File: config.mk
export PLATFORM = sky130hd
export DESIGN_NAME = led_sequence_player
export DESIGN_NICKNAME = d
export VERILOG_FILES = /design/src/rtl/led_sequence_player_pkg.sv /design/src/rtl/led_sequence_player_led_decoder.sv /design/src/rtl/led_sequence_player.sv
export SDC_FILE = /design/constraint.sdc
export NUM_CORES = 1
export LEC_CHECK = 0
export CAP_MARGIN = 40
export CORE_MARGIN = 2
export CORE_UTILIZATION = 40
export CTS_BUF_LIST = sky130_fd_sc_hd__clkbuf_8 sky130_fd_sc_hd__clkbuf_16
export CTS_CLUSTER_SIZE = 14
export DETAILED_ROUTE_END_ITERATION = 7
export HOLD_SLACK_MARGIN = 0.08
export PLACE_DENSITY_LB_ADDON = 0.1
export SETUP_SLACK_MARGIN = 0.5
export SLEW_MARGIN = 20
export SYNTH_ARGS = -nofsm -noshare
export SYNTH_HDL_FRONTEND = slang
export SYNTH_HIERARCHICAL = 1
export SYNTH_SLANG_ARGS = --single-unit
export TNS_END_PERCENT = 5
File: constraint.sdc
create_clock -name clock -period 4.25 [get_ports clock]
set_input_delay 0.425 -clock clock [delete_from_list [all_inputs] [get_ports clock]]
set_output_delay 0.425 -clock clock [all_outputs]
set_load 0.005 [all_outputs]
File: src/rtl/led_sequence_player_pkg.sv
// Shared colour codes and controller state encoding for the LED sequence player.
// Colour code doubles as the LED bit index: 0 red, 1 blue, 2 green, 3 yellow.
package led_sequence_player_pkg;

  localparam logic [1:0] COLOR_RED    = 2'd0;
  localparam logic [1:0] COLOR_BLUE   = 2'd1;
  localparam logic [1:0] COLOR_GREEN  = 2'd2;
  localparam logic [1:0] COLOR_YELLOW = 2'd3;

  typedef enum logic [2:0] {
    ST_IDLE,
    ST_FETCH,
    ST_SHOW,
    ST_GAP,
    ST_FLASH_PRE,
    ST_FLASH_ON,
    ST_FLASH_OFF,
    ST_ECHO
  } state_t;

  function automatic int max2(input int a, input int b);
    return (a > b) ? a : b;
  endfunction

endpackage

File: src/rtl/led_sequence_player_led_decoder.sv
// Combinational LED selector: all four, exactly one (by colour), or none.
// Latency 0; no flow control.
module led_decoder
  import led_sequence_player_pkg::*;
(
  input  logic [1:0] i_color,
  input  logic       i_one_hot_en,
  input  logic       i_all_en,
  output logic [3:0] o_leds
);

  always_comb begin
    o_leds = 4'b0000;
    if (i_all_en) begin
      o_leds = 4'b1111;
    end else if (i_one_hot_en) begin
      case (i_color)
        COLOR_RED:    o_leds = 4'b0001;
        COLOR_BLUE:   o_leds = 4'b0010;
        COLOR_GREEN:  o_leds = 4'b0100;
        COLOR_YELLOW: o_leds = 4'b1000;
        default:      o_leds = 4'b0000;
      endcase
    end
  end

endmodule

File: src/rtl/led_sequence_player.sv
// Owns the four game LEDs: sequence playback, flash-all indication and player echo.
// All outputs registered; start/press are dropped while busy, flash_req preempts everything but a flash.
module led_sequence_player
  import led_sequence_player_pkg::*;
#(
  parameter int CLOCK_FREQ       = 50000000,
  parameter int ON_CYCLES        = CLOCK_FREQ / 2,
  parameter int OFF_CYCLES       = CLOCK_FREQ / 4,
  parameter int FLASH_ON_CYCLES  = CLOCK_FREQ,
  parameter int FLASH_OFF_CYCLES = CLOCK_FREQ / 2,
  parameter int FLASH_COUNT      = 3,
  parameter int ECHO_CYCLES      = CLOCK_FREQ / 5,
  parameter int MAX_LEN          = 32
) (
  input  logic       clock,
  input  logic       resetn,
  input  logic       start,
  input  logic [5:0] seq_len,
  output logic [4:0] seq_addr,
  input  logic [1:0] seq_color,
  input  logic       flash_req,
  input  logic       press_valid,
  input  logic [1:0] press_color,
  output logic       busy,
  output logic       done,
  output logic       flash_done,
  output logic       red_led,
  output logic       blue_led,
  output logic       green_led,
  output logic       yellow_led
);

  localparam int MAX_T = max2(max2(max2(ON_CYCLES, OFF_CYCLES),
                                   max2(FLASH_ON_CYCLES, FLASH_OFF_CYCLES)), ECHO_CYCLES);
  localparam int CW = (MAX_T > 1) ? $clog2(MAX_T) : 1;
  localparam int FW = (FLASH_COUNT > 1) ? $clog2(FLASH_COUNT) : 1;

  localparam logic [CW-1:0] LD_ON        = CW'(ON_CYCLES - 1);
  localparam logic [CW-1:0] LD_OFF       = CW'(OFF_CYCLES - 1);
  localparam logic [CW-1:0] LD_FLASH_ON  = CW'(FLASH_ON_CYCLES - 1);
  localparam logic [CW-1:0] LD_FLASH_OFF = CW'(FLASH_OFF_CYCLES - 1);
  localparam logic [CW-1:0] LD_ECHO      = CW'(ECHO_CYCLES - 1);
  localparam logic [FW-1:0] LD_FLASH_N   = FW'(FLASH_COUNT - 1);
  localparam logic [5:0]    MAX_LEN_L    = 6'(MAX_LEN);

  state_t        r_state;
  logic [CW-1:0] r_cnt;
  logic [FW-1:0] r_flash_left;
  logic [4:0]    r_idx;
  logic [5:0]    r_len;
  logic [1:0]    r_color;
  logic [4:0]    r_seq_addr;
  logic          r_busy;
  logic          r_done;
  logic          r_flash_done;
  logic [3:0]    r_leds;

  logic       w_cnt_zero;
  logic       w_last_step;
  logic       w_preempt;
  logic [5:0] w_len_clamped;
  logic [1:0] w_dec_color;
  logic       w_dec_one;
  logic       w_dec_all;
  logic [3:0] w_leds;

  assign w_cnt_zero    = (r_cnt == '0);
  assign w_last_step   = ({1'b0, r_idx} == (r_len - 6'd1));
  assign w_len_clamped = (seq_len > MAX_LEN_L) ? MAX_LEN_L : seq_len;
  assign w_preempt     = flash_req && ((r_state == ST_FETCH) || (r_state == ST_SHOW) ||
                                       (r_state == ST_GAP)   || (r_state == ST_ECHO));

  // LED image for the next cycle, so the LED register lines up with the state register.
  always_comb begin
    w_dec_color = r_color;
    w_dec_one   = 1'b0;
    w_dec_all   = 1'b0;
    case (r_state)
      ST_IDLE: begin
        if (flash_req) begin
          w_dec_all = 1'b1;
        end else if (!start && press_valid) begin
          w_dec_one   = 1'b1;
          w_dec_color = press_color;
        end
      end
      ST_FETCH: begin
        w_dec_one   = !flash_req;
        w_dec_color = seq_color;
      end
      ST_SHOW:      w_dec_one = !flash_req && !w_cnt_zero;
      ST_GAP:       w_dec_one = 1'b0;
      ST_FLASH_PRE: w_dec_all = 1'b1;
      ST_FLASH_ON:  w_dec_all = !w_cnt_zero;
      ST_FLASH_OFF: w_dec_all = w_cnt_zero && (r_flash_left != '0);
      ST_ECHO:      w_dec_one = !flash_req && !w_cnt_zero;
      default:      w_dec_one = 1'b0;
    endcase
  end

  led_decoder u_led_decoder (
    .i_color      (w_dec_color),
    .i_one_hot_en (w_dec_one),
    .i_all_en     (w_dec_all),
    .o_leds       (w_leds)
  );

  always_ff @(posedge clock or negedge resetn) begin
    if (!resetn) begin
      r_state      <= ST_IDLE;
      r_cnt        <= '0;
      r_flash_left <= '0;
      r_idx        <= '0;
      r_len        <= '0;
      r_color      <= COLOR_RED;
      r_seq_addr   <= '0;
      r_busy       <= 1'b0;
      r_done       <= 1'b0;
      r_flash_done <= 1'b0;
      r_leds       <= '0;
    end else begin
      r_done       <= 1'b0;
      r_flash_done <= 1'b0;
      r_leds       <= w_leds;
      if (w_preempt) begin
        r_state      <= ST_FLASH_PRE;
        r_flash_left <= LD_FLASH_N;
        r_busy       <= 1'b1;
      end else begin
        case (r_state)
          ST_IDLE: begin
            if (flash_req) begin
              r_state      <= ST_FLASH_ON;
              r_cnt        <= LD_FLASH_ON;
              r_flash_left <= LD_FLASH_N;
              r_busy       <= 1'b1;
            end else if (start) begin
              if (seq_len == 6'd0) begin
                r_done <= 1'b1;
              end else begin
                r_state    <= ST_FETCH;
                r_len      <= w_len_clamped;
                r_idx      <= '0;
                r_seq_addr <= '0;
                r_busy     <= 1'b1;
              end
            end else if (press_valid) begin
              r_state <= ST_ECHO;
              r_color <= press_color;
              r_cnt   <= LD_ECHO;
              r_busy  <= 1'b1;
            end
          end
          ST_FETCH: begin
            r_color <= seq_color;
            r_cnt   <= LD_ON;
            r_state <= ST_SHOW;
          end
          ST_SHOW: begin
            if (w_cnt_zero) begin
              r_cnt   <= LD_OFF;
              r_state <= ST_GAP;
            end else begin
              r_cnt <= r_cnt - 1'b1;
            end
          end
          ST_GAP: begin
            if (!w_cnt_zero) begin
              r_cnt <= r_cnt - 1'b1;
            end else if (w_last_step) begin
              r_state <= ST_IDLE;
              r_busy  <= 1'b0;
              r_done  <= 1'b1;
            end else begin
              r_idx      <= r_idx + 5'd1;
              r_seq_addr <= r_idx + 5'd1;
              r_state    <= ST_FETCH;
            end
          end
          ST_FLASH_PRE: begin
            r_cnt   <= LD_FLASH_ON;
            r_state <= ST_FLASH_ON;
          end
          ST_FLASH_ON: begin
            if (w_cnt_zero) begin
              r_cnt   <= LD_FLASH_OFF;
              r_state <= ST_FLASH_OFF;
            end else begin
              r_cnt <= r_cnt - 1'b1;
            end
          end
          ST_FLASH_OFF: begin
            if (!w_cnt_zero) begin
              r_cnt <= r_cnt - 1'b1;
            end else if (r_flash_left == '0) begin
              r_state      <= ST_IDLE;
              r_busy       <= 1'b0;
              r_flash_done <= 1'b1;
            end else begin
              r_flash_left <= r_flash_left - 1'b1;
              r_cnt        <= LD_FLASH_ON;
              r_state      <= ST_FLASH_ON;
            end
          end
          ST_ECHO: begin
            if (w_cnt_zero) begin
              r_state <= ST_IDLE;
              r_busy  <= 1'b0;
            end else begin
              r_cnt <= r_cnt - 1'b1;
            end
          end
          default: begin
            r_state <= ST_IDLE;
            r_busy  <= 1'b0;
          end
        endcase
      end
    end
  end

  assign seq_addr   = r_seq_addr;
  assign busy       = r_busy;
  assign done       = r_done;
  assign flash_done = r_flash_done;
  assign red_led    = r_leds[0];
  assign blue_led   = r_leds[1];
  assign green_led  = r_leds[2];
  assign yellow_led = r_leds[3];

endmodule

# --- After elaboration in Yosys (flattened, before gate mapping) ---
# Cells that the tools add are included.
word_totals:
  register_bits: 51
  in_bits: 15
  out_inout_bits: 12
  elab_cells: 151
op_classes:
  addsub: 4
  magnitude_cmp: 1
  eq_ne: 33
  mux: 71
  bitwise_logic: 3
  reduce_logical: 29
ops:
  columns: ["operator", "n"]
  rows:
  - ["two-way mux 26 bit", 8]
  - ["one-hot mux 26 bit (7 select lines)", 1]
  - ["inequality test 3 bit (second input constant)", 12]
  - ["two-way mux 3 bit", 11]
  - ["zero test 26 bit", 1]
  - ["subtractor 26 x 1 -> 26 bit (second input constant)", 1]
  - ["two-way mux 5 bit", 5]
  - ["two-way mux 1 bit", 24]
  - ["one-hot mux 3 bit (8 select lines)", 1]
  - ["two-way mux 2 bit", 9]
  - ["inequality test 2 bit (second input constant)", 8]
  - ["one-hot mux 4 bit (4 select lines)", 1]
  - ["AND reduction 5 bit", 3]
  - ["AND reduction 7 bit", 2]
  - ["equality test 3 bit (second input constant)", 4]
  - ["one-hot mux 2 bit (2 select lines)", 3]
  - ["inequality test 5 bit (second input constant)", 2]
  - ["one-hot mux 5 bit (2 select lines)", 1]
  - ["two-way mux 4 bit", 2]
  - ["one-hot mux 1 bit (4 select lines)", 2]
  - ["AND reduction 8 bit", 1]
  - ["equality test 3 x 2 -> 1 bit (second input constant)", 2]
  - ["equality test 5 x 6 -> 1 bit", 1]
  - ["> comparator 6 bit (second input constant)", 1]
  - ["other kinds (21)", 35]

# --- Depth between registers and ports, before layout ---
# Gate-level depths: netlist of run 1.
depth:
  depth_word: 9
  mapped_depth: 10
  ltp_nobuf: 10

# --- By module ---
# Netlist of run 1, hierarchy kept.
by_module_without_submodules:
  columns: ["module", "instances", "cells_each", "area_each_um2", "seq_area_each_um2"]
  rows:
  - ["led_sequence_player", 1, 402, 3473.3, 1276.2]
  - ["led_decoder", 1, 6, 42.5, 0.0]

# --- Least setup slack after synthesis of run 1 ---
# OpenSTA, ideal clock, no wires.
synth_path:
  kind: "reg-to-reg"
  start: "reg r_cnt[0]"
  end: "reg r_seq_addr[0], in the netlist seq_addr[0]"
  setup_ns: 0.128
  arrival_ns: 2.182
  t_required_ns: 4.122
  path_slack_ns: 1.941
  stages_incl_launch_ff: 10
  n_path_buf: 1
  synth_period_minus_slack_ns: 2.309
  cell_sequence: "dfrtp_1 > inv_1 > ha_1 > or4b_4 > nor3_4 > nand3_2 > buf_6 > a211oi_4 > nor2_2 > mux2_1"
synth_via:
  elab_chain_cells: 3
synth_lines:
  columns: ["item", "line", "text"]
  rows:
  - ["from (decl)", "led_sequence_player.sv:47", "logic [CW-1:0] r_cnt;"]
  - ["from (signal assigned)", "led_sequence_player.sv:164", "r_cnt <= r_cnt - 1'b1;"]
  - ["from (signal assigned)", "led_sequence_player.sv:169", "r_cnt <= r_cnt - 1'b1;"]
  - ["from (signal assigned)", "led_sequence_player.sv:189", "r_cnt <= r_cnt - 1'b1;"]
  - ["zero test 26 bit", "led_sequence_player.sv:67", "assign w_cnt_zero = (r_cnt == '0);"]
  - ["inequality test 2 bit (no source line)", null, null]
  - ["AND reduction 7 bit (no source line)", null, null]
  - ["to (signal assigned)", "led_sequence_player.sv:176", "r_seq_addr <= r_idx + 5'd1;"]
  - ["to (decl)", "led_sequence_player.sv:52", "logic [4:0] r_seq_addr;"]
# No other way between the ends.
# A chain may end at the register's enable or synchronous reset.

# --- Worst setup path after layout of run 1 ---
layout_path:
  start: "reg r_cnt[0]"
  end: "reg r_cnt[25]"
layout_via:
  elab_chain_cells: 3
  elab_cells_between_ends: 10
  cone_classes: "add/sub (1); eq/ne (2); mux (5); reduce/logical (2)"
layout_lines:
  columns: ["item", "line"]
  rows:
  - ["subtractor 26 x 1 -> 26 bit / zero test 26 bit (equally long branches)", null]
  - ["two-way mux 26 bit (tied with other cells)", "led_sequence_player.sv:168, led_sequence_player.sv:206"]
  - ["one-hot mux 26 bit (7 select lines) / AND reduction 5 bit (equally long branches)", null]
# Parallel ways exist; a longest one is shown, timed or not. The select of a mux whose other input is x is not followed.

==> results of run 1 <==
## critical path, stage by stage (launching register included)
cell	delay [ns]
dfrtp_1	0.43
inv_1	0.07
ha_1	0.20
or4b_4	0.53
nor3_4	0.20
nand3_2	0.36
o21a_1	0.48
buf_4	0.28
a32o_1	0.25
## worst max path at each step
stage	start	endpoint	slack (ns)	depth (start not counted)
after floorplan	r_cnt[0]$_DFFE_PN0P_	seq_addr[0]$_DFFE_PN0P_	1.94	9
after global placement	flash_req	r_cnt[25]$_DFFE_PN0P_	1.37	8
after detailed placement	flash_req	r_cnt[25]$_DFFE_PN0P_	1.31	8
after CTS	r_cnt[0]$_DFFE_PN0P_	r_cnt[17]$_DFFE_PN0P_	1.36	8
after global routing	r_cnt[0]$_DFFE_PN0P_	r_cnt[7]$_DFFE_PN0P_	1.16	8
final	r_cnt[0]$_DFFE_PN0P_	r_cnt[25]$_DFFE_PN0P_	1.34	8
## Yosys cell counts (all sizes together) (3+ instances only)
cell type / count / area [sq um]
a22oi: 7 / 66.31
nor2: 32 / 122.6
ha: 4 / 50.05
or3: 6 / 42.54
a211o: 5 / 47.55
buf: 10 / 72.56
o22ai: 4 / 25.02
nand2: 41 / 153.9
inv: 16 / 60.06
nand4: 5 / 31.28
o31ai: 6 / 45.04
a31o: 5 / 43.80
a32o: 5 / 50.05
or2: 4 / 25.03
xnor2: 4 / 35.03
a21o: 3 / 22.52
nand3: 9 / 50.05
o2bb2ai: 3 / 26.28
nor3b: 3 / 22.52
nor3: 24 / 151.4
xor2: 3 / 26.28
dfrtp: 51 / 1276
o21a: 4 / 30.03
o21bai: 3 / 22.52
a2bb2oi: 5 / 43.79
clkbuf: 11 / 45.05
and3: 5 / 32.53
a21oi: 24 / 123.9
o21ai: 44 / 231.5
a22o: 4 / 35.03
nor4: 7 / 71.31
a31oi: 9 / 56.30
nand2b: 7 / 43.79
mux2i: 3 / 30.03
## layout make-up
type / count / area, sq um
tap: 108 / 135.1
sequential: 51 / 1276
multi-input combinational: 320 / 2062
clock inverter: 1 / 5.005
fill: 857 / 4692
inverter: 16 / 60.06
timing repair buffer: 35 / 322.8
clock buffer: 6 / 82.58
## state kept, by name (all words and copies together), names as in the netlist
name and count:
r_color 2, r_len 6, done 1, r_cnt 26
busy 1, r_leds 4, flash_done 1, r_state 3
r_flash_left 2, seq_addr 5
## stage by stage
| step | setup slack, ns | instance area [sq um] | hold slack, ns | cells | util, % |
|---|---|---|---|---|---|
| finish | 1.339 | 3944 | 0.2187 | 537 | 45.67 |
| detailed placement | 1.310 | 3856 | 0.4777 | 530 | 44.65 |
| global placement | 1.374 | 3849 | 0.4676 | 529 | 44.57 |
| floorplan | 1.941 | 3516 | 0.1294 | 408 | - |
| global route | 1.158 | 3944 | 0.2891 | 537 | 45.67 |
| CTS | 1.361 | 3944 | 0.2589 | 537 | 45.67 |
## cells by family after synthesis
logic type                 Yosys count  share of synthesized area (%)
buffers and inverters               37                          5.053
muxes                                5                          1.495
and+or+nand+nor                    156                          24.38
AOI/OAI and AO/OA                  147                          28.97
adders and majority gates            4                          1.424
DFF                                 51                          36.30
xor gates and xnor gates             8                          2.384
## metal layers
metal  part of all wire [%]  track usage [%]
met1                     48            28.73
met2                     46            34.11
met3                    4.5            3.221
met4                    1.4            5.983
met5                      0                0
## where the power goes
| part | total, W | switching (W) | internal, W |
|---|---|---|---|
| logic | 0.00138 | 0.000800 | 0.000576 |
| clock network | 0.000296 | 0.000168 | 0.000128 |
| registers | 0.000871 | 0.000212 | 0.000659 |
| total | 0.00254 | 0.00118 | 0.00136 |
==> results_dict.tcl, run 1 <==
set metrics [dict create \
    drv_cap 0 \
    vias 3241 \
    yosysWarnings 6 \
    fp.dieArea_sq_um 9556 \
    grt_antenna_before_repair 0 \
    drt-total-wl_microns 9614 \
    cts_setup_buffers 0 \
    htree_levels 2 \
    status "finished, final reports clean" \
    hold_viol_final 0 \
    chipHeight_microns 97.76 \
    root_buffer "clkbuf_8" \
    cp_data_required_time_ns 4.45 \
    clk_latency_ns 0.32 \
    grt-ovfl-total 0 \
    io_buffers 26 \
    routabilityCongestion 0.8435 \
    start_util_pct 40.71 \
    cts_tree "done" \
    holdCritPathClass "input port to asynchronous set/reset pin" \
    ant_nets 0 \
    p_leak_nw 1.537 \
    wl_per_cell_microns 17.90 \
    synth_edf_count 0 \
    p_per_area_nw_per_um2 644.8 \
    crit_path_end_kind "flop" \
    cts.reportedPaths.clkPinSlew_ns 0.10 \
    worst_slew_pin_slew_ns 0.8144 \
    setup_violations 0 \
    synth_flop_cell "dfrtp_1" \
    clock-sinks 51 \
    r2r_slack_ns 1.34 \
    hpwl_microns 6879 \
    critPathMaxFanout 16 \
    rows 34 \
    grtUsageTotal_pct 20.81 \
    crit_path_start_kind "flop" \
    slew_viol_final 0 \
    die-width_microns 97.76 \
    fmax_ghz 0.3435 \
    diodes 0 \
    reg2reg_from "r_cnt[0]$_DFFE_PN0P_" \
    final.period_utilization_pct 68.49 \
    synth_cells 408 \
    arrival_ns 3.11 \
    synth_seq_area_share_pct 36.30 \
    vias_per_cell 6.035 \
    clockBufferDepth 2 \
    ys_types 74 \
    ios 27 \
    syn_area_per_cell_sq_um 8.617 \
    p_total_w 0.002543 \
    grt_pass1_vias 3215 \
    core_sq_um 8636 \
    slew_headroom_pct 45.71 \
    cts_buffers 5 \
    fin_tns_setup_ns 0 \
    r2r-end "r_cnt[25]$_DFFE_PN0P_" \
    rr_worst_depth 8 \
    async_flop_share_pct 100.0 \
    synth_area_sq_um 3516 \
    rsz0062_at_grt "false" \
    drt_pass1_iterations 5 \
    fin_skew_ns 0.01462 \
    critPathKind "flop to flop" \
    area_growth_syn_to_layout_pct 12.17 \
    nNetsFinal 448 \
    drt_iter0_drc 188 \
    post_cts_resized 0 \
    grt_pass1_wl_microns 16220 \
    synth_fp_nets 427 \
    layout_commonest_cell "dfrtp_1" \
    synth_seq_cells 51 \
    drc 0 \
    drive_above_1_share_pct 10.26 \
    final_cell_mix "dfrtp_1 (51), nand2_1 (41), o21ai_0 (37)" \
    fin_crit_ns 2.911 \
    cts_hold_buf 0 \
    vdd_drop_max_mv 0.2186 \
    grt_max_degree 52 \
]
No activity file was read; power rests on OpenSTA's default activity.
==> inputs of run 2 (changes only) <==
- clock period: 4.25 -> 2.7 ns (I/O delays scaled with it)
==> results_dict.tcl, run 2 (synthesis gave the netlist of run 1 again) <==
set metrics [dict create \
    clk_latency_ns 0.32 \
    met2_usage_pct 33.79 \
    hold_viol_final 0 \
    hpwl_microns 7279 \
    fin_skew_ns 0.01241 \
    cp_top_family "simple AND/OR/NAND/NOR gates" \
    largest_reg_flops 26 \
    reg2reg_from "r_cnt[1]$_DFFE_PN0P_" \
    routabilityCongestion 0.8421 \
    rows 34 \
    drt-total-wl_microns 9937 \
    worst_slew_pin_slew_ns 0.6145 \
    cp_data_required_time_ns 2.90 \
    holdCritPathClass "input port to asynchronous set/reset pin" \
    fin_crit_ns 2.351 \
    busiest_layer "met2" \
    p_per_area_nw_per_um2 1005 \
    drv_cap 0 \
    slew_viol_final 0 \
    fillerInstances 839 \
    cts.reportedPaths.clkPinSlew_ns 0.10 \
    crit_path_end_kind "flop" \
    start_util_pct 40.71 \
    r2r-end "r_cnt[17]$_DFFE_PN0P_" \
    critPathBufInv 2 \
    setup_violations 0 \
    path_cells "inv_2 > ha_4 > or4b_4 > nor3_4 > nand3_4 > buf_6 > a21oi_4 > o32ai_2 > a32o_1" \
    vias 3392 \
    final_area_sq_um 4283 \
    slowest_delay_ns 0.50 \
    nNetsFinal 478 \
    drt_iter0_drc 143 \
    top_register "r_cnt" \
    ios 27 \
    grt_max_degree 23 \
    grt_antenna_before_repair 0 \
    slowest_stage "or4b_4" \
    multi_input_area_sq_um 2141 \
    diodes 0 \
    crit_path_start_kind "flop" \
    htree_levels 2 \
    root_buffer "clkbuf_8" \
    rsz0062_at_grt "true" \
    drive_above_1_share_pct 18.26 \
    arrival_ns 2.55 \
    clockBufferDepth 2 \
    use_met3_pct 3.078 \
    ant_nets 0 \
    grt-ovfl-total 0 \
    seq_area_sq_um 1276 \
    fmax_ghz 0.4254 \
    core_sq_um 8636 \
    slew_headroom_pct 59.03 \
    drc 0 \
    chipHeight_microns 97.76 \
    grt_pass1_wl_microns 16790 \
    cts_tree "done" \
    fp.dieArea_sq_um 9556 \
    vdd_drop_max_mv 0.4408 \
    vias_per_cell 5.972 \
    final_cell_mix "dfrtp_1 (51), nand2_1 (41), o21ai_0 (37)" \
    grtUsageTotal_pct 21.49 \
    drt_pass1_iterations 5 \
    final.period_utilization_pct 87.07 \
    area_growth_syn_to_layout_pct 21.82 \
    clock-sinks 51 \
    wl_per_cell_microns 17.49 \
    r2r_slack_ns 0.35 \
    fin_tns_setup_ns 0 \
    critPathKind "flop to flop" \
    critPathMaxFanout 6 \
    io_buffers 26 \
    die-width_microns 97.76 \
    status "finished, final reports clean" \
    place_area_sq_um 3999 \
    grt_pass1_vias 3277 \
    rr_worst_depth 9 \
    layout_commonest_cell "dfrtp_1" \
    cts_buffers 5 \
    p_leak_nw 1.704 \
    grt_use_met1_pct 31.37 \
]
-- run 2: metal layers --
layer  share of wire, %  up-vias
met2                 46       97
li1                   -     1645
met5                  0        -
met4                1.2        0
met1                 48     1637
met3                4.5       13
-- run 2: cell type report --
class	count	share of cell area [%]
multi-input combinational	320	49.99
sequential	51	29.80
timing repair buffer	65	13.23
tap	108	3.155
clock buffer	7	2.249
inverter	16	1.402
clock inverter	1	0.1753
-- run 2: report_power, final --
| part | internal (W) | total, W | switching (W) |
|---|---|---|---|
| registers | 0.00104 | 0.00136 | 0.000325 |
| clock network | 0.000234 | 0.000510 | 0.000276 |
| logic | 0.00108 | 0.00243 | 0.00135 |
| total | 0.00235 | 0.00431 | 0.00195 |
-- run 2: metrics by stage --
stage | std cells | total power, W | worst slack [ns] | util (%) | hold slack [ns]
floorplan | 408 | 0.002883 | 0.3907 | - | -0.02559
global route | 568 | 0.004653 | 0.2667 | 49.59 | 0.4557
CTS | 565 | 0.004256 | 0.3163 | 48.96 | 0.4328
global placement | 549 | 0.003597 | 0.1703 | 46.31 | 0.2318
detailed placement | 549 | 0.003623 | 0.1167 | 46.31 | 0.2429
finish | 568 | 0.004305 | 0.3491 | 49.59 | 0.4193
-- run 2: worst max path at each step --
| stage | to | slack (ns) | cells past startpoint | start |
|---|---|---|---|---|
| after floorplan | seq_addr[0]$_DFFE_PN0P_ | 0.39 | 9 | r_cnt[0]$_DFFE_PN0P_ |
| after global placement | r_cnt[17]$_DFFE_PN0P_ | 0.17 | 9 | r_cnt[0]$_DFFE_PN0P_ |
| after detailed placement | r_cnt[17]$_DFFE_PN0P_ | 0.12 | 9 | r_cnt[0]$_DFFE_PN0P_ |
| after CTS | r_cnt[17]$_DFFE_PN0P_ | 0.32 | 9 | r_cnt[0]$_DFFE_PN0P_ |
| after global routing | r_cnt[17]$_DFFE_PN0P_ | 0.27 | 9 | r_cnt[1]$_DFFE_PN0P_ |
| final | r_cnt[17]$_DFFE_PN0P_ | 0.35 | 9 | r_cnt[1]$_DFFE_PN0P_ |
-- run 2: timing repair --
item                                    CTS  global route
gates resized for setup                  10             6
setup buffers                             7             3
endpoints found under the setup margin   40            45
hold buffers                              1             0
pin swaps                                 6             7
endpoints found under the hold margin    17             0
==> inputs of run 3 (changes only) <==
- SKIP_LAST_GASP: default -> 1
- SYNTH_HIERARCHICAL: 1 -> default
==> results_dict.tcl, run 3 <==
set metrics [dict create \
    fin_crit_ns 2.654 \
    yosysWarnings 0 \
    critPathKind "flop to flop" \
    root_buffer "clkbuf_8" \
    final.period_utilization_pct 98.31 \
    post-place-ws_ns 0.05113 \
    drive_above_1_share_pct 19.43 \
    drt_pass1_iterations 7 \
    synth_seq_cells 51 \
    grtUsageTotal_pct 22.49 \
    grt_antenna_before_repair 0 \
    rsz0062_at_grt "true" \
    cts_tree "done" \
    crit_path_start_kind "flop" \
    nNetsFinal 507 \
    cts.reportedPaths.clkPinSlew_ns 0.11 \
    drt_iter0_drc 349 \
    fillerInstances 826 \
    arrival_ns 2.91 \
    p_leak_nw 1.813 \
    critPathMaxFanout 5 \
    path_cells "or4_4 > or4_4 > nor4_4 > buf_4 > buf_4 > nand3_2 > mux2_4 > nand2_1" \
    core_sq_um 8593 \
    critPathBufInv 2 \
    cp_data_required_time_ns 2.96 \
    fmax_ghz 0.3767 \
    drv_cap 0 \
    start_util_pct 40.81 \
    vias 3578 \
    routabilityCongestion 0.9610 \
    syn_area_per_cell_sq_um 8.492 \
    cp_top_family "simple AND/OR/NAND/NOR gates" \
    hold_viol_final 0 \
    area_growth_syn_to_layout_pct 26.11 \
    clockBufferDepth 2 \
    grt-ovfl-total 0 \
    status "finished, final reports clean" \
    grt_pass1_vias 3372 \
    largest_reg_flops 26 \
    hpwl_microns 7744 \
    finalWorstSetupSlack_ns 0.04552 \
    vias_per_cell 5.993 \
    holdCritPathClass "input port to asynchronous set/reset pin" \
    p_per_area_nw_per_um2 993.2 \
    worst_slew_pin_slew_ns 0.7284 \
    fp.dieArea_sq_um 9533 \
    final_cell_mix "buf_4 (59), dfrtp_1 (51), nor2_1 (47)" \
    slew_viol_final 0 \
    slowest_stage "or4_4" \
    clk_latency_ns 0.32 \
    grt_pass1_wl_microns 17550 \
    fin_skew_ns 0.01610 \
    rows 34 \
    slew_headroom_pct 51.44 \
    diodes 0 \
    synth_seq_area_share_pct 36.39 \
    synth_fp_nets 432 \
    synth_cells 413 \
    synthTopCellsByArea "dfrtp_1 (36%), nor2_1 (5.2%), o21ai_0 (4.9%)" \
    drc 0 \
    crit_path_end_kind "flop" \
    slowest_delay_ns 0.55 \
    cts_buffers 5 \
    ys_types 75 \
    io_buffers 26 \
    grt_max_degree 30 \
    synth.top_cell.area_share_pct 36.39 \
    p_total_w 0.004393 \
    die-width_microns 97.64 \
    synth_edf_count 0 \
    top_register "r_cnt" \
    synth_flop_cell "dfrtp_1" \
    setup_violations 0 \
    drt-total-wl_microns 10440 \
    yosys-top-cells-count "dfrtp_1 (51), nor2_1 (49), o21ai_0 (34)" \
    chipHeight_microns 97.64 \
    ios 27 \
    wl_per_cell_microns 17.48 \
    synth_area_sq_um 3507 \
    ant_nets 0 \
    async_flop_share_pct 100.0 \
    clock-sinks 51 \
    post-synth-top-area-cell "dfrtp_1" \
    vdd_drop_max_mv 0.3142 \
    layout_commonest_cell "buf_4" \
    yosysMostFrequentCell "dfrtp_1" \
    htree_levels 2 \
]
-- run 3: cell count changes after synthesis, sizes merged, moves of 4 or more --
cell | previous run | this run
a211oi | 1 | 5
nor3 | 24 | 20
a22oi | 7 | 1
buf | 10 | 6
nand2 | 41 | 32
nor2 | 32 | 49
o31ai | 6 | 1
inv | 16 | 12
and2 | 2 | 7
or4 | 2 | 6
nor4 | 7 | 14
a211o | 5 | 1
mux2i | 3 | 7
a32o | 5 | 1
-- run 3: path summary, 6_finish.rpt --
check | slack, ns | from | cells after the start | end
worst max-delay path | 0.05 | r_cnt[22]$_DFFE_PN0P_ | 8 | r_flash_left[1]$_DFFE_PN0P_
worst min-delay path | 0.47 | resetn | 3 | r_cnt[11]$_DFFE_PN0P_
worst max register to register | 0.05 | r_cnt[22]$_DFFE_PN0P_ | 8 | r_flash_left[1]$_DFFE_PN0P_
worst min register to register | 0.51 | r_color[0]$_DFFE_PN0P_ | 2 | r_color[0]$_DFFE_PN0P_
max in group asynchronous | 1.91 | resetn | 3 | r_cnt[8]$_DFFE_PN0P_
min in group clock | 0.51 | r_color[0]$_DFFE_PN0P_ | 2 | r_color[0]$_DFFE_PN0P_
-- run 3: per-layer routing --
layer	up-vias	wire (microns)	track usage, %
li1	1711	-	-
met1	1720	4691	31.67
met2	131	4858	36.18
met3	16	693	3.094
met4	0	194	6.410
met5	-	0	0
-- run 3: per-stage QoR --
step                      setup TNS (ns)  instances  hold WS, ns  utilization (%)  area (sq um)
after global routing            -0.07268        597       0.4970            51.47          4423
after detailed placement               0        578       0.2873            48.91          4203
after floorplan                        0        413     -0.02559                -          3523
final                                  0        597       0.4695            51.47          4423
after CTS                              0        593       0.4741            51.06          4388
after global placement                 0        578       0.2777            48.91          4203
-- run 3: area by class of cell --
class	count	area (sq um)	share of cell area, %
Multi-Input combinational cell	330	2122	47.98
Sequential cell	51	1276	28.85
Timing Repair Buffer	87	728.2	16.46
Tap cell	108	135.1	3.055
Clock buffer	5	68.82	1.556
Inverter	13	48.80	1.103
Clock inverter	3	43.79	0.9901
-- run 3: kinds of logic (layout without fill, tap and decap cells) --
| family | count (synthesis) | after routing | synth area share, % |
|---|---|---|---|
| AOI/OAI and AO/OA | 131 | 131 | 26.05 |
| and+or+nand+nor | 177 | 177 | 26.97 |
| muxes | 10 | 10 | 2.961 |
| xor gates and xnor gates | 8 | 8 | 1.998 |
| buffers and inverters | 32 | 108 | 4.209 |
| DFF | 51 | 51 | 36.39 |
| adders and majority gates | 4 | 4 | 1.427 |
-- run 3: tightest hold or removal path: stages --
cell and delay [ns]:
dlygate4sd3_1 0.52, buf_2 0.11, buf_4 0.30
-- run 3: timing repair --
action / CTS / global route
endpoints found under the setup margin: 43 / 46
hold endpoints to repair: 51 / 0
resized for setup: 6 / 3
pin swaps: 4 / 2
setup buffers: 6 / 4
hold buffers: 1 / 0
-- run 3: where the power goes --
part           switching (W)  internal, W  leakage, nW
clock               0.000282     0.000277       0.0581
sequential          0.000278      0.00102        0.604
combinational        0.00139      0.00114         1.15
total                0.00195      0.00244         1.81
